## src/rtl/mem_arb_pkg.sv

```systemverilog
// Shared types for the memory-port arbiter: request source tag, the
// prefetch-queue entry and the outstanding-tracker entry.
package mem_arb_pkg;

    localparam int DEF_ADDR_W = 16;

    typedef enum logic {
        SRC_DEM = 1'b0,
        SRC_PF  = 1'b1
    } req_src_e;

    // A cleared valid bit marks a squashed entry that is popped without issue.
    typedef struct packed {
        logic                  valid;
        logic [DEF_ADDR_W-1:0] addr;
    } pq_entry_t;

    typedef struct packed {
        req_src_e              src;
        logic [DEF_ADDR_W-1:0] addr;
    } trk_entry_t;

endpackage

```

## src/rtl/arb_fifo.sv

```systemverilog
// Synchronous FIFO with occupancy count and a parallel view of every slot
// in logical order (index 0 is the head), used for address compares.
// clrMask zeroes live entries in place, addressed by logical index.
// A push into a full FIFO is accepted only when a pop happens in the same cycle.
module arb_fifo #(
    parameter int WIDTH = 8,
    parameter int DEPTH = 4
) (
    input  logic                         clk,
    input  logic                         reset,
    input  logic                         push,
    input  logic [WIDTH-1:0]             pushData,
    input  logic                         pop,
    input  logic [DEPTH-1:0]             clrMask,
    output logic [WIDTH-1:0]             headData,
    output logic [$clog2(DEPTH):0]       count,
    output logic [DEPTH-1:0][WIDTH-1:0]  entries,
    output logic [DEPTH-1:0]             live
);

    localparam int PW = $clog2(DEPTH);
    localparam int CW = PW + 1;

    logic [DEPTH-1:0][WIDTH-1:0] mem;
    logic [PW-1:0]               wrPtr;
    logic [PW-1:0]               rdPtr;
    logic                        doPush;
    logic                        doPop;

    // Accept/pop qualification and the logical-order read-out.
    always_comb begin
        doPop    = pop && (count != '0);
        doPush   = push && ((count != CW'(DEPTH)) || doPop);
        headData = mem[rdPtr];
        for (int i = 0; i < DEPTH; i++) begin
            entries[i] = mem[rdPtr + PW'(i)];
            live[i]    = CW'(i) < count;
        end
    end

    // Storage, pointers and occupancy; a write in the same cycle wins over a clear.
    always_ff @(posedge clk) begin
        if (reset) begin
            mem   <= '0;
            wrPtr <= '0;
            rdPtr <= '0;
            count <= '0;
        end else begin
            for (int i = 0; i < DEPTH; i++) begin
                if (clrMask[i] && live[i]) begin
                    mem[rdPtr + PW'(i)] <= '0;
                end
            end
            if (doPush) begin
                mem[wrPtr] <= pushData;
                wrPtr      <= wrPtr + PW'(1);
            end
            if (doPop) begin
                rdPtr <= rdPtr + PW'(1);
            end
            case ({doPush, doPop})
                2'b10:   count <= count + CW'(1);
                2'b01:   count <= count - CW'(1);
                default: count <= count;
            endcase
        end
    end

endmodule

```

## src/rtl/mem_port_arbiter.sv

```systemverilog
// Arbitrates the single memory port between CPU demand accesses and queued
// stride prefetches. Demand wins unless the starvation counter has reached
// its limit; duplicate prefetches are filtered; issued requests are tracked
// in order so responses are steered back to their requester.
//
// Handshake: a request transfers on a cycle where mem_req_valid and
// mem_req_ready are both high; valid may drop or change without a transfer,
// since the pick is re-evaluated every cycle. dem_ready is high exactly on
// cycles where the demand request transfers. pf_valid has no backpressure:
// each pulse is either queued or reported on pf_drop in that same cycle.
//
// ADDR_W must match the package DEF_ADDR_W, which sizes the entry structs.
module mem_port_arbiter
    import mem_arb_pkg::*;
#(
    parameter int ADDR_W     = DEF_ADDR_W,
    parameter int PQ_DEPTH   = 4,
    parameter int MAX_OUT    = 4,
    parameter int STARVE_LIM = 8
) (
    input  logic                        clk,
    input  logic                        reset,
    input  logic                        dem_valid,
    input  logic [ADDR_W-1:0]           dem_addr,
    output logic                        dem_ready,
    output logic                        dem_resp_valid,
    input  logic                        pf_valid,
    input  logic [ADDR_W-1:0]           pf_addr,
    output logic                        pf_drop,
    output logic                        pf_fill,
    output logic                        mem_req_valid,
    output logic [ADDR_W-1:0]           mem_req_addr,
    output logic                        mem_req_is_pf,
    input  logic                        mem_req_ready,
    input  logic                        mem_resp_valid,
    output logic [$clog2(PQ_DEPTH):0]   pq_count
);

    localparam int PQ_W   = $bits(pq_entry_t);
    localparam int TRK_W  = $bits(trk_entry_t);
    localparam int PQ_CW  = $clog2(PQ_DEPTH) + 1;
    localparam int TRK_CW = $clog2(MAX_OUT) + 1;
    localparam int SC_W   = $clog2(STARVE_LIM + 1);

    logic [PQ_DEPTH-1:0][PQ_W-1:0]  pqRaw;
    logic [PQ_DEPTH-1:0]            pqLive;
    logic [PQ_DEPTH-1:0]            pqClr;
    logic [PQ_CW-1:0]               pqCount;
    logic [PQ_W-1:0]                pqHeadRaw;
    logic                           pqPush;
    logic                           pqPop;
    pq_entry_t                      pqEnt [PQ_DEPTH];
    pq_entry_t                      pqHead;
    pq_entry_t                      pqPushEnt;

    logic [MAX_OUT-1:0][TRK_W-1:0]  trkRaw;
    logic [MAX_OUT-1:0]             trkLive;
    logic [TRK_CW-1:0]              trkCount;
    logic [TRK_W-1:0]               trkHeadRaw;
    logic                           trkPush;
    logic                           trkPop;
    trk_entry_t                     trkEnt [MAX_OUT];
    trk_entry_t                     trkHead;
    trk_entry_t                     trkPushEnt;

    logic [SC_W-1:0]                starveCnt;
    logic [TRK_CW-1:0]              ghostCnt;
    logic                           headValid;
    logic                           headStale;
    logic                           canIssue;
    logic                           pfPick;
    logic                           issue;
    logic                           demIssue;
    logic                           pfIssue;
    logic                           pqFull;
    logic                           hitPq;
    logic                           hitTrk;
    logic                           hitDem;

    // Typed views of the FIFO contents.
    always_comb begin
        pqHead  = pqHeadRaw;
        trkHead = trkHeadRaw;
        for (int i = 0; i < PQ_DEPTH; i++) begin
            pqEnt[i] = pqRaw[i];
        end
        for (int j = 0; j < MAX_OUT; j++) begin
            trkEnt[j] = trkRaw[j];
        end
    end

    // Port arbitration: demand first, prefetch when idle or when starved.
    // A response in the same cycle frees a tracker slot, so a full tracker can still issue.
    always_comb begin
        headValid     = (pqCount != '0) && pqHead.valid;
        headStale     = (pqCount != '0) && !pqHead.valid;
        canIssue      = (trkCount < TRK_CW'(MAX_OUT)) || (mem_resp_valid && (trkCount != '0));
        pfPick        = headValid && (!dem_valid || (starveCnt == SC_W'(STARVE_LIM)));
        mem_req_valid = canIssue && (dem_valid || headValid);
        mem_req_is_pf = mem_req_valid && pfPick;
        mem_req_addr  = '0;
        if (mem_req_valid) begin
            mem_req_addr = pfPick ? pqHead.addr : dem_addr;
        end
        dem_ready     = mem_req_valid && !pfPick && mem_req_ready;
        issue         = mem_req_valid && mem_req_ready;
        demIssue      = dem_ready;
        pfIssue       = issue && pfPick;
        trkPush       = issue;
        trkPushEnt    = '{src: (pfPick ? SRC_PF : SRC_DEM), addr: mem_req_addr};
    end

    // Duplicate filter, squash of queued copies of an issuing demand, and PQ push/pop.
    // The full check uses the registered count, so a pop this cycle does not make room.
    always_comb begin
        hitPq  = 1'b0;
        hitTrk = 1'b0;
        pqClr  = '0;
        for (int i = 0; i < PQ_DEPTH; i++) begin
            if (pqLive[i] && pqEnt[i].valid) begin
                if (pqEnt[i].addr == pf_addr) begin
                    hitPq = 1'b1;
                end
                if (demIssue && (pqEnt[i].addr == dem_addr)) begin
                    pqClr[i] = 1'b1;
                end
            end
        end
        for (int j = 0; j < MAX_OUT; j++) begin
            if (trkLive[j] && (trkEnt[j].addr == pf_addr)) begin
                hitTrk = 1'b1;
            end
        end
        hitDem    = demIssue && (dem_addr == pf_addr);
        pqFull    = pqCount == PQ_CW'(PQ_DEPTH);
        pf_drop   = pf_valid && (pqFull || hitPq || hitTrk || hitDem);
        pqPush    = pf_valid && !pf_drop;
        pqPushEnt = '{valid: 1'b1, addr: pf_addr};
        // A stale head is dropped in its own cycle; it holds while the port is stalled.
        pqPop     = pfIssue || (headStale && mem_req_ready);
        pq_count  = pqCount;
    end

    // Response steering from the oldest tracked request.
    always_comb begin
        trkPop         = mem_resp_valid && (trkCount != '0);
        dem_resp_valid = trkPop && (trkHead.src == SRC_DEM);
        pf_fill        = trkPop && (trkHead.src == SRC_PF);
    end

    // Starvation counter: counts demand grants taken while a prefetch waits.
    always_ff @(posedge clk) begin
        if (reset) begin
            starveCnt <= '0;
        end else if (pfIssue || (pqCount == '0)) begin
            starveCnt <= '0;
        end else if (demIssue && (starveCnt != SC_W'(STARVE_LIM))) begin
            starveCnt <= starveCnt + SC_W'(1);
        end
    end

    // Responses owed to requests flushed by reset; only the check below reads this.
    always_ff @(posedge clk) begin
        if (reset) begin
            if (trkCount != '0) begin
                ghostCnt <= trkCount;
            end
        end else if (mem_resp_valid && (trkCount == '0) && (ghostCnt != '0)) begin
            ghostCnt <= ghostCnt - TRK_CW'(1);
        end
    end

    // Flag a response that matches neither a tracked nor a flushed request.
    always_ff @(posedge clk) begin
        if (!reset) begin
            assert (!(mem_resp_valid && (trkCount == '0) && (ghostCnt == '0)))
                else $error("mem_port_arbiter: response with no outstanding request");
        end
    end

    arb_fifo #(
        .WIDTH (PQ_W),
        .DEPTH (PQ_DEPTH)
    ) uPq (
        .clk      (clk),
        .reset    (reset),
        .push     (pqPush),
        .pushData (pqPushEnt),
        .pop      (pqPop),
        .clrMask  (pqClr),
        .headData (pqHeadRaw),
        .count    (pqCount),
        .entries  (pqRaw),
        .live     (pqLive)
    );

    arb_fifo #(
        .WIDTH (TRK_W),
        .DEPTH (MAX_OUT)
    ) uTrk (
        .clk      (clk),
        .reset    (reset),
        .push     (trkPush),
        .pushData (trkPushEnt),
        .pop      (trkPop),
        .clrMask  ('0),
        .headData (trkHeadRaw),
        .count    (trkCount),
        .entries  (trkRaw),
        .live     (trkLive)
    );

endmodule

```

## config.mk

```make
export PLATFORM = sky130hd
export DESIGN_NAME = mem_port_arbiter
export DESIGN_NICKNAME = d
export VERILOG_FILES = /design/src/rtl/mem_arb_pkg.sv /design/src/rtl/arb_fifo.sv /design/src/rtl/mem_port_arbiter.sv
export SDC_FILE = /design/constraint.sdc
export NUM_CORES = 1
export LEC_CHECK = 0
export ABC_CLOCK_PERIOD_IN_PS = 16050
export CAP_MARGIN = 20
export CORE_MARGIN = 5
export CORE_UTILIZATION = 45
export CTS_CLUSTER_DIAMETER = 120
export CTS_CLUSTER_SIZE = 8
export DETAILED_ROUTE_END_ITERATION = 7
export GPL_TIMING_DRIVEN = 0
export PLACE_DENSITY = 0.66
export SLEW_MARGIN = 10
export SYNTH_ARGS = -nofsm -noshare
export SYNTH_HDL_FRONTEND = slang
export SYNTH_HIERARCHICAL = 1
export SYNTH_SLANG_ARGS = --single-unit
```

## constraint.sdc

```tcl
create_clock -name clk -period 16.05 [get_ports clk]
set_clock_uncertainty 0.05 [all_clocks]
set_input_delay 3.21 -clock clk [delete_from_list [all_inputs] [get_ports clk]]
set_output_delay 3.21 -clock clk [all_outputs]
set_load 0.01 [all_outputs]
```

==> run summary, run 1 <==
The flow ran to the end, and the final reports show no timing, DRC or antenna violations. The share of the clock period used by the worst path after layout came out at 63.2%. In this run the core area contains 60 standard-cell rows. The ratio of cells with drive above 1 in the final layout came out at 23.2%. The internal portion of the total power is 913 uW. The part of the total power dissipated in the clock network came out at approximately 30%. The transition time at the pin with the least slew margin came out at 1.26 ns.

Clock-pin slew was measured on the worst setup and hold paths at 0.07 ns. In the final layout, the multi-input gates occupy 8330 sq um. Across the run, the number of max-cap violations was 0.

The total die area is 30400 sq um. The sort of element at the end of the critical path is an output port. The count of final max-slew check failures came to 0. The wire length of the first global-routing pass is 59.7 mm.

Data arrives at the worst endpoint at 6.88 ns. The number of top-level pins came out at 63. The final net count came out at 1237. Setup violations remaining at the end of the flow were counted as 0. Dividing the detail-routed wire length by the instance count gives 25.6 um. The number of hold buffers added after CTS came out at 0. The clock latency on the worst-skew pair is 0.43 ns. The warning count from the yosys run is 6. The total setup buffers inserted after CTS came out at 0. The pin count of the biggest net entering global routing is 17. The synthesized netlist occupies a cell area of about 12000 sq um.

The sink count of the clock tree is 154. Across the VDD grid, the largest voltage drop is 0.0689 mV. Summing all flip-flop and latch instances after layout gives approximately 3100 sq um. The minimum setup slack in the final design came out at 5.91 ns.

The H-tree generated during clock tree synthesis spans 4 levels. The placement-stage worst setup slack came out at 6.57 ns. STA classifies the critical path startpoint as a register. The switching power of the nets is between 500 and 600 uW.

The switching share of total power came out at between 30% and 40%. The leakage component of the power is between 0.005 and 0.006 uW. The chip height is 174 um. After routing, the total negative slack on setup checks comes to 0 ns. The number of global-route vias before repair was 9770. Setup repair after global routing left no endpoint under its margin. Once the floorplan was initialized, standard cells occupied 45.4% of the core.

TritonCTS created 17 clock buffers. TritonCTS built the clock tree. The region available for standard cell placement spans approximately 27000 sq um. The worst slew margin relative to its limit is 15.8%. The deepest clock path buffer count came out at 2. The worst endpoint required time is 12.79 ns. The combinational fraction of design power is 38.2%. The worst min-delay path class is reg2reg. The total overflow reported by the global router came out at 0. At the end of routability-driven placement, the weighted congestion stood at 1.04.

The cell area power density is 104 nW/um^2. The detailed-placement wirelength estimate is slightly below 30 mm. The total iterations of the first detailed-routing run came out at 5. Timing would allow up to 98.6 MHz. The via density per instance is 6.43. In this run the worst path has a maximum fanout of 10. In this run, the number of DRC markers left after iteration 0 of detailed routing was 990. The sequential fraction of design power came out at 31.0%. The hold violation total from the final report is 0. The remaining number of nets flagged by the antenna check after routing came out at 0. Measured along the x axis, the die boundary spans 174 um. The setup path with the least slack is of type reg2out. The shortest period the worst path allows came out at 10.14 ns.

Clock tree synthesis selected as its root buffer the cell sky130_fd_sc_hd__clkbuf_16. During placement, the flow inserted port buffers numbering 46. The global-route total usage across every layer is 25.5%.

The final layout contains routed wiring with a total length of slightly below 40 mm. The number of fill cells in the layout is 2365. The via count of the routed design came out at roughly 9.8k.

After technology mapping, the gate count stands at ~1.1k. In this run, post-CTS repair resized a total of 0 instances. In this run the mean area of a mapped cell was 11.1 sq um. The DRC violations left is 0.

The initial antenna violation count is 2. The synthesis-to-layout area growth is 13.4%.
power by group through the flow:
stage / logic [uW] / clock network [uW] / registers [uW]
3_5_place_dp: 541 / 0 / 452
4_1_cts: 544 / 448 / 444
3_3_place_gp: 535 / 0 / 449
6_report: 548 / 441 / 445
2_1_floorplan: 391 / 0 / 442
5_1_grt: 583 / 463 / 449
metal layers:
metal | wire, um | vias to the layer above | global-route usage, %
li1 | - | 4284 | -
met1 | 15000 | 4870 | 32.5
met2 | 19200 | 554 | 42.5
met3 | 3130 | 107 | 4.46
met4 | 1800 | 0 | 11.7
met5 | 0 | - | 0
per-stage QoR:
| stage | power [uW] | instances | hold WS, ns | area (sq um) | util, % |
|---|---|---|---|---|---|
| 6_report | 1430 | 1527 | 0.435 | 13800 | 51.5 |
| 4_1_cts | 1440 | 1524 | 0.434 | 13700 | 51.4 |
| 3_5_place_dp | 993 | 1492 | 0.414 | 13100 | 49.1 |
| 5_1_grt | 1490 | 1527 | 0.454 | 13800 | 51.5 |
| 3_3_place_gp | 985 | 1491 | 0.405 | 13100 | 49.0 |
| 2_1_floorplan | 832 | 1104 | 0.394 | 12200 | - |
cell type report:
class	count	area share, %
diodes	2	0.0364
plain buffers	116	5.22
clock buffers	20	3.25
clock inverters	12	1.36
inverters	25	0.682
multi-input cells	809	60.5
flip-flops and latches	154	22.4
well taps	341	3.10
repair buffers	48	3.45
placed cells by master, fill, tap and decap left out, types with 22 or more instances in the layout:
cell type,instances
sky130_fd_sc_hd__clkbuf_1,24
sky130_fd_sc_hd__ha_1,28
sky130_fd_sc_hd__a22o_2,22
sky130_fd_sc_hd__buf_2,28
sky130_fd_sc_hd__mux4_2,133
sky130_fd_sc_hd__a22o_1,130
sky130_fd_sc_hd__nand2_1,28
sky130_fd_sc_hd__xnor2_1,110
sky130_fd_sc_hd__nand4_1,23
sky130_fd_sc_hd__clkdlybuf4s50_1,46
sky130_fd_sc_hd__nor2_1,28
sky130_fd_sc_hd__dfxtp_1,154
sky130_fd_sc_hd__buf_4,32
sky130_fd_sc_hd__xor2_1,109
sky130_fd_sc_hd__nor4_1,30
sky130_fd_sc_hd__inv_1,25
worst max-delay path, cell delays in order, from the launching register on:
cell	delay [ns]
sky130_fd_sc_hd__dfxtp_1	0.35
sky130_fd_sc_hd__clkbuf_1	0.55
sky130_fd_sc_hd__clkbuf_1	0.66
sky130_fd_sc_hd__buf_1	0.66
sky130_fd_sc_hd__inv_1	0.15
sky130_fd_sc_hd__ha_1	0.32
sky130_fd_sc_hd__clkbuf_1	0.45
sky130_fd_sc_hd__buf_1	0.63
sky130_fd_sc_hd__mux4_2	0.47
sky130_fd_sc_hd__xor2_1	0.19
sky130_fd_sc_hd__nor4_1	0.10
sky130_fd_sc_hd__nand4_1	0.13
sky130_fd_sc_hd__o22ai_1	0.10
sky130_fd_sc_hd__a2111oi_1	0.89
sky130_fd_sc_hd__a21boi_0	0.24
sky130_fd_sc_hd__clkdlybuf4s50_1	0.54
flip-flops by register name (all words and copies together) (netlist names):
name        flops
uPq/mem        68
uTrk/mem       68
starveCnt       4
uPq/count       3
uTrk/count      3
uPq/rdPtr       2
uPq/wrPtr       2
uTrk/rdPtr      2
uTrk/wrPtr      2
path summary, 6_finish.rpt:
kind                      from  slack (ns)  cells past startpoint      endpoint
hold reg to reg   uTrk/mem[50]        0.44                      1  uTrk/mem[50]
hold / removal    uTrk/mem[50]        0.44                      1  uTrk/mem[50]
setup reg to reg  uPq/rdPtr[1]        8.07                     19   uPq/mem[65]
setup / recovery  uPq/rdPtr[1]        5.91                     15       pf_drop
Power figures use the tool's default switching activity.
==> run 2: changes to the inputs <==
- ABC_CLOCK_PERIOD_IN_PS: 16050 -> 10000
- clock period: 16.05 -> 10 ns (I/O delays scaled with it)
==> results of run 2 <==
The final DEF is identical to that of run 1. Status: completed.
Among the figures that moved: setup slack after placement 6.57 ns -> 1.73 ns; setup slack after layout 5.91 ns -> 1.07 ns; register-to-register setup slack 8.07 ns -> 2.02 ns; total power 1430 uW -> 2300 uW; worst IR drop on VDD 0.0689 mV -> 0.111 mV
==> run 3: changes to the inputs <==
- SETUP_SLACK_MARGIN: not set -> 0.5
==> results of run 3 <==
The final DEF is identical to that of run 1. Status: completed.
Among the figures that moved: setup slack after placement 6.57 ns -> 1.73 ns; setup slack after layout 5.91 ns -> 1.07 ns; register-to-register setup slack 8.07 ns -> 2.02 ns; total power 1430 uW -> 2300 uW; worst IR drop on VDD 0.0689 mV -> 0.111 mV
==> edit 1: new RTL, flow settings as in run 2 <==
Reset style: asynchronous (`reset`), changed in 2 clocked blocks.
--- a/src/rtl/arb_fifo.sv
+++ b/src/rtl/arb_fifo.sv
@@ -41,3 +41,3 @@
     // Storage, pointers and occupancy; a write in the same cycle wins over a clear.
-    always_ff @(posedge clk) begin
+    always_ff @(posedge clk or posedge reset) begin
         if (reset) begin
--- a/src/rtl/mem_port_arbiter.sv
+++ b/src/rtl/mem_port_arbiter.sv
@@ -151,3 +151,3 @@
     // Starvation counter: counts demand grants taken while a prefetch waits.
-    always_ff @(posedge clk) begin
+    always_ff @(posedge clk or posedge reset) begin
         if (reset) begin
Check against the original RTL: differs if reset is asserted again (counterexample within 4 cycles, from zero or initial values and one cycle with reset high); with reset held inactive, the same outputs for 4 cycles.
==> edit 1 against run 2 <==
Routed wire length up 6.2%. Worst setup slack better by 0.091 ns. Die area up 4.9%. Synthesized area up 5.2%. Sequential cell count unchanged. Hold slack better by 0.025 ns. Critical path depth up 1. First-iteration DRC count up 19%. Cell area up 4.6%. Count of clock-buffer cells in the layout down 2. Final cell count down 1.2%.
Power is not compared: it rests on default switching activity, and its combinational part moved more than twofold at a synthesized area within 25%.
==> edit 1: results <==
export IMPL_outcome="finished, final reports clean"
export IMPL_cp_slowest_stage_delay_ns=0.72
export IMPL_place_area_um2=13800
export IMPL_num_vias=9759
export IMPL_vdd_drop_max_mv=0.150
export IMPL_fin_nets=1186
export IMPL_cpLargestDelayFamily="buffers and inverters"
export IMPL_cp_start_kind="flip-flop"
export IMPL_syn_inst=1038
export IMPL_reg2reg_depth=20
export IMPL_antenna_found_initial=0
export IMPL_final_cells=1509
export IMPL_crit_path_end="pf_drop"
export IMPL_grt_max_degree=63
export IMPL_critPathSlowestCell="buf_1"
export IMPL_grt_pass1_wl_um=63200
export IMPL_grt_usage_pct=26.6
export IMPL_clkSlewWorstSetupHoldPaths_ns=0.07
export IMPL_timing_hold_ws_ns=0.460
export IMPL_globalplace_congestion=1.01
export IMPL_drive_gt1_share_pct=30.7
export IMPL_netSwitchingFraction_pct=46.7
export IMPL_fillers=2494
export IMPL_hold_path_end="uTrk/mem[67]"
export IMPL_regToRegEndpoint="uPq/mem[43]"
export IMPL_r2r_setup_slack_ns=2.26
export IMPL_drt_iter0_drc=1182
export IMPL_wirelength_um=41600
export IMPL_tightest_slew_ns=1.17
export IMPL_antenna_cells=0
export IMPL_grt_pass1_vias=9658
export IMPL_worstPathArrival_ns=6.79
export IMPL_reg2reg_from="uPq/rdPtr[0]"
export IMPL_dp_hpwl_um=31400
export IMPL_post_place_ws_ns=1.79
export IMPL_cts_made_buffers=17
export IMPL_fin_crit_ns=8.84
export IMPL_hold_start="uTrk/mem[67]"
-- edit 1: layout make-up --
| class | count | area, µm² | share of cell area, % |
|---|---|---|---|
| Inverter | 25 | 98.8 | 0.687 |
| Timing Repair Buffer | 49 | 515 | 3.58 |
| Tap cell | 378 | 473 | 3.29 |
| Multi-Input combinational cell | 765 | 8210 | 57.1 |
| Clock inverter | 14 | 150 | 1.04 |
| Buffer | 106 | 661 | 4.59 |
| Clock buffer | 18 | 429 | 2.98 |
| Sequential cell | 154 | 3850 | 26.8 |
-- edit 1: power by group through the flow --
stage | Clock, W | Combinational, W | Sequential [W]
floorplan | 0 | 0.00255 | 0.00105
global placement | 0 | 0.00338 | 0.00115
detailed placement | 0 | 0.00342 | 0.00116
CTS | 0.000676 | 0.00344 | 0.00116
global route | 0.000697 | 0.00369 | 0.00120
finish | 0.000662 | 0.00350 | 0.00117
-- edit 1: worst reg2reg max path, stage by stage (launching register included) --
cell and delay (ns):
dfrtp_1 0.37, clkbuf_1 0.29, clkbuf_1 0.53, buf_1 0.61, inv_1 0.19, ha_1 0.32, buf_2 0.28, buf_1 0.73
clkbuf_1 0.63, mux4_2 0.46, xor2_1 0.28, nor4_1 0.14, nand4_1 0.12, nor4_2 0.06, a2111oi_2 0.48, and3_1 0.39
nand2_1 0.09, nor2_1 0.88, a2111oi_4 0.25, buf_6 0.25, a22o_2 0.22
-- edit 1: layer usage --
layer  vias up  GRT usage [%]  wire (µm)
met5         -              0          0
li1       4110              -          -
met1      5030           40.6      18900
met4         0           6.65        944
met2       554           38.5      18100
met3        65           6.13       3700
==> edit 2: new RTL, config.mk and constraints of run 2 <==
Without the edit above. `PQ_DEPTH`: 4 -> 8.
--- a/src/rtl/mem_port_arbiter.sv
+++ b/src/rtl/mem_port_arbiter.sv
@@ -16,3 +16,3 @@
     parameter int ADDR_W     = DEF_ADDR_W,
-    parameter int PQ_DEPTH   = 4,
+    parameter int PQ_DEPTH   = 8,
     parameter int MAX_OUT    = 4,
Interface: changed (resized pq_count); port bits go from 63 to 64. The function was not compared with the original's and may differ.
==> edit 2 against run 2 <==
Power up 47%. Worst setup slack worse by 0.95 ns. Sequential cell count up 71. Routed wire length up 120%. Clock power up 44%. Cell area up 64%. Maximum frequency down 9.6%. Synthesized area up 67%. Highest routed layer unchanged.
==> edit 2: results <==
export IMPL_grt_max_degree=14
export IMPL_cts_made_buffers=34
export IMPL_antenna_cells=0
export IMPL_io_buffers=47
export IMPL_r2r_setup_slack_ns=1.04
export IMPL_post_place_ws_ns=0.926
export IMPL_h_tree_depth=2
export IMPL_grt_pass1_vias=17200
export IMPL_drive_gt1_share_pct=23.8
export IMPL_registers_top_by_ff_count="uPq/mem"
export IMPL_yosys_warnings=6
export IMPL_tightest_slew_ns=1.25
export IMPL_hold_path_class="flip-flop to flip-flop"
export IMPL_grt_usage_pct=33.1
export IMPL_regToRegEndpoint="uPq/mem[65]"
export IMPL_num_vias=18200
export IMPL_worstPathArrival_ns=7.83
export IMPL_drt_pass1_iterations=6
export IMPL_dp_hpwl_um=65600
export IMPL_gr_usage_met3_pct=9.29
export IMPL_wirelength_um=84300
export IMPL_vdd_drop_max_mv=0.120
export IMPL_clock_latency_ns=0.55
export IMPL_cts_root_buffer="clkbuf_16"
export IMPL_p_leak_nw=8.93
export IMPL_die_x_um=222
export IMPL_whs_path_depth=1
export IMPL_grt_use_met1_pct=47.0
export IMPL_grtUsageMet2_pct=48.9
export IMPL_hold_start="uTrk/mem[16]"
export IMPL_hold_path_end="uTrk/mem[16]"
export IMPL_cts_setup_buffers=0
export IMPL_fin_nets=2180
export IMPL_grt_pass1_wl_um=122000
export IMPL_outcome="finished, final reports clean"
export IMPL_drt_iter0_drc=2646
export IMPL_antenna_found_initial=0
export IMPL_globalplace_congestion=1.06
export IMPL_reg2reg_from="uPq/rdPtr[1]"
export IMPL_worstPathMaxFanout=10
export IMPL_largestRegisters="uPq/mem x136, uTrk/mem x68"
export IMPL_drc=0
export IMPL_cts_max_path_buffers=3
export IMPL_reg2reg_depth=23
export IMPL_clkSlewWorstSetupHoldPaths_ns=0.06
[edit 2: repair_timing]
item,CTS,global route
hold buffers,0,0
gates resized for setup,0,5
endpoints found under the setup margin,0,1
[edit 2: routing by layer]
layer	vias up	routed length [µm]
li1	7600	-
met1	9138	34200
met2	1323	36500
met3	157	10500
met4	0	3100
met5	-	0
[edit 2: critical path: stages (launching register included)]
cell and delay, ns:
dfxtp_1 0.39, clkbuf_1 0.57, clkbuf_1 0.60, clkdlybuf4s15_1 0.82, inv_1 0.20, ha_1 0.42, buf_6 0.22, clkbuf_1 0.55
buf_1 0.64, mux4_2 0.52, nand2_1 0.11, nand2_1 0.10, xor2_1 0.16, nor4_1 0.29, nand4_1 0.26, o32ai_1 0.46
nor4_1 0.18, a21boi_1 0.21, clkdlybuf4s50_1 0.56
[edit 2: report_power, final]
part           internal, W  switching [W]
combinational     0.000529       0.000836
sequential        0.000937      0.0000608
clock             0.000604       0.000417
[edit 2: worst max path at each step]
stage	from	endpoint	slack, ns	cells past startpoint
5_1_grt	uPq/rdPtr[1]	pf_drop	0.06	18
3_5_place_dp	uPq/rdPtr[1]	pf_drop	0.93	18
3_3_place_gp	uPq/rdPtr[1]	pf_drop	0.88	18
4_1_cts	uPq/rdPtr[1]	pf_drop	0.32	18
6_report	uPq/rdPtr[1]	pf_drop	0.12	18
2_1_floorplan	uPq/rdPtr[1]	pf_drop	3.75	17
[edit 2: layout make-up]
cell class / instances / area (µm²)
sequential: 225 / 4500
fill: 4053 / 21900
inverter: 58 / 218
multi-input combinational: 1533 / 14300
clock inverter: 4 / 42.5
timing repair buffer: 55 / 536
clock buffer: 35 / 855
tap: 592 / 741
buffer: 209 / 1330
[edit 2: through the flow]
step,instance area (µm²),std cells,hold slack [ns],utilization [%]
floorplan,20300,2025,0.394,-
global placement,21500,2664,0.405,48.5
detailed placement,21600,2670,0.413,48.7
CTS,22500,2709,0.428,50.7
global route,22500,2711,0.456,50.7
finish,22500,2711,0.431,50.7
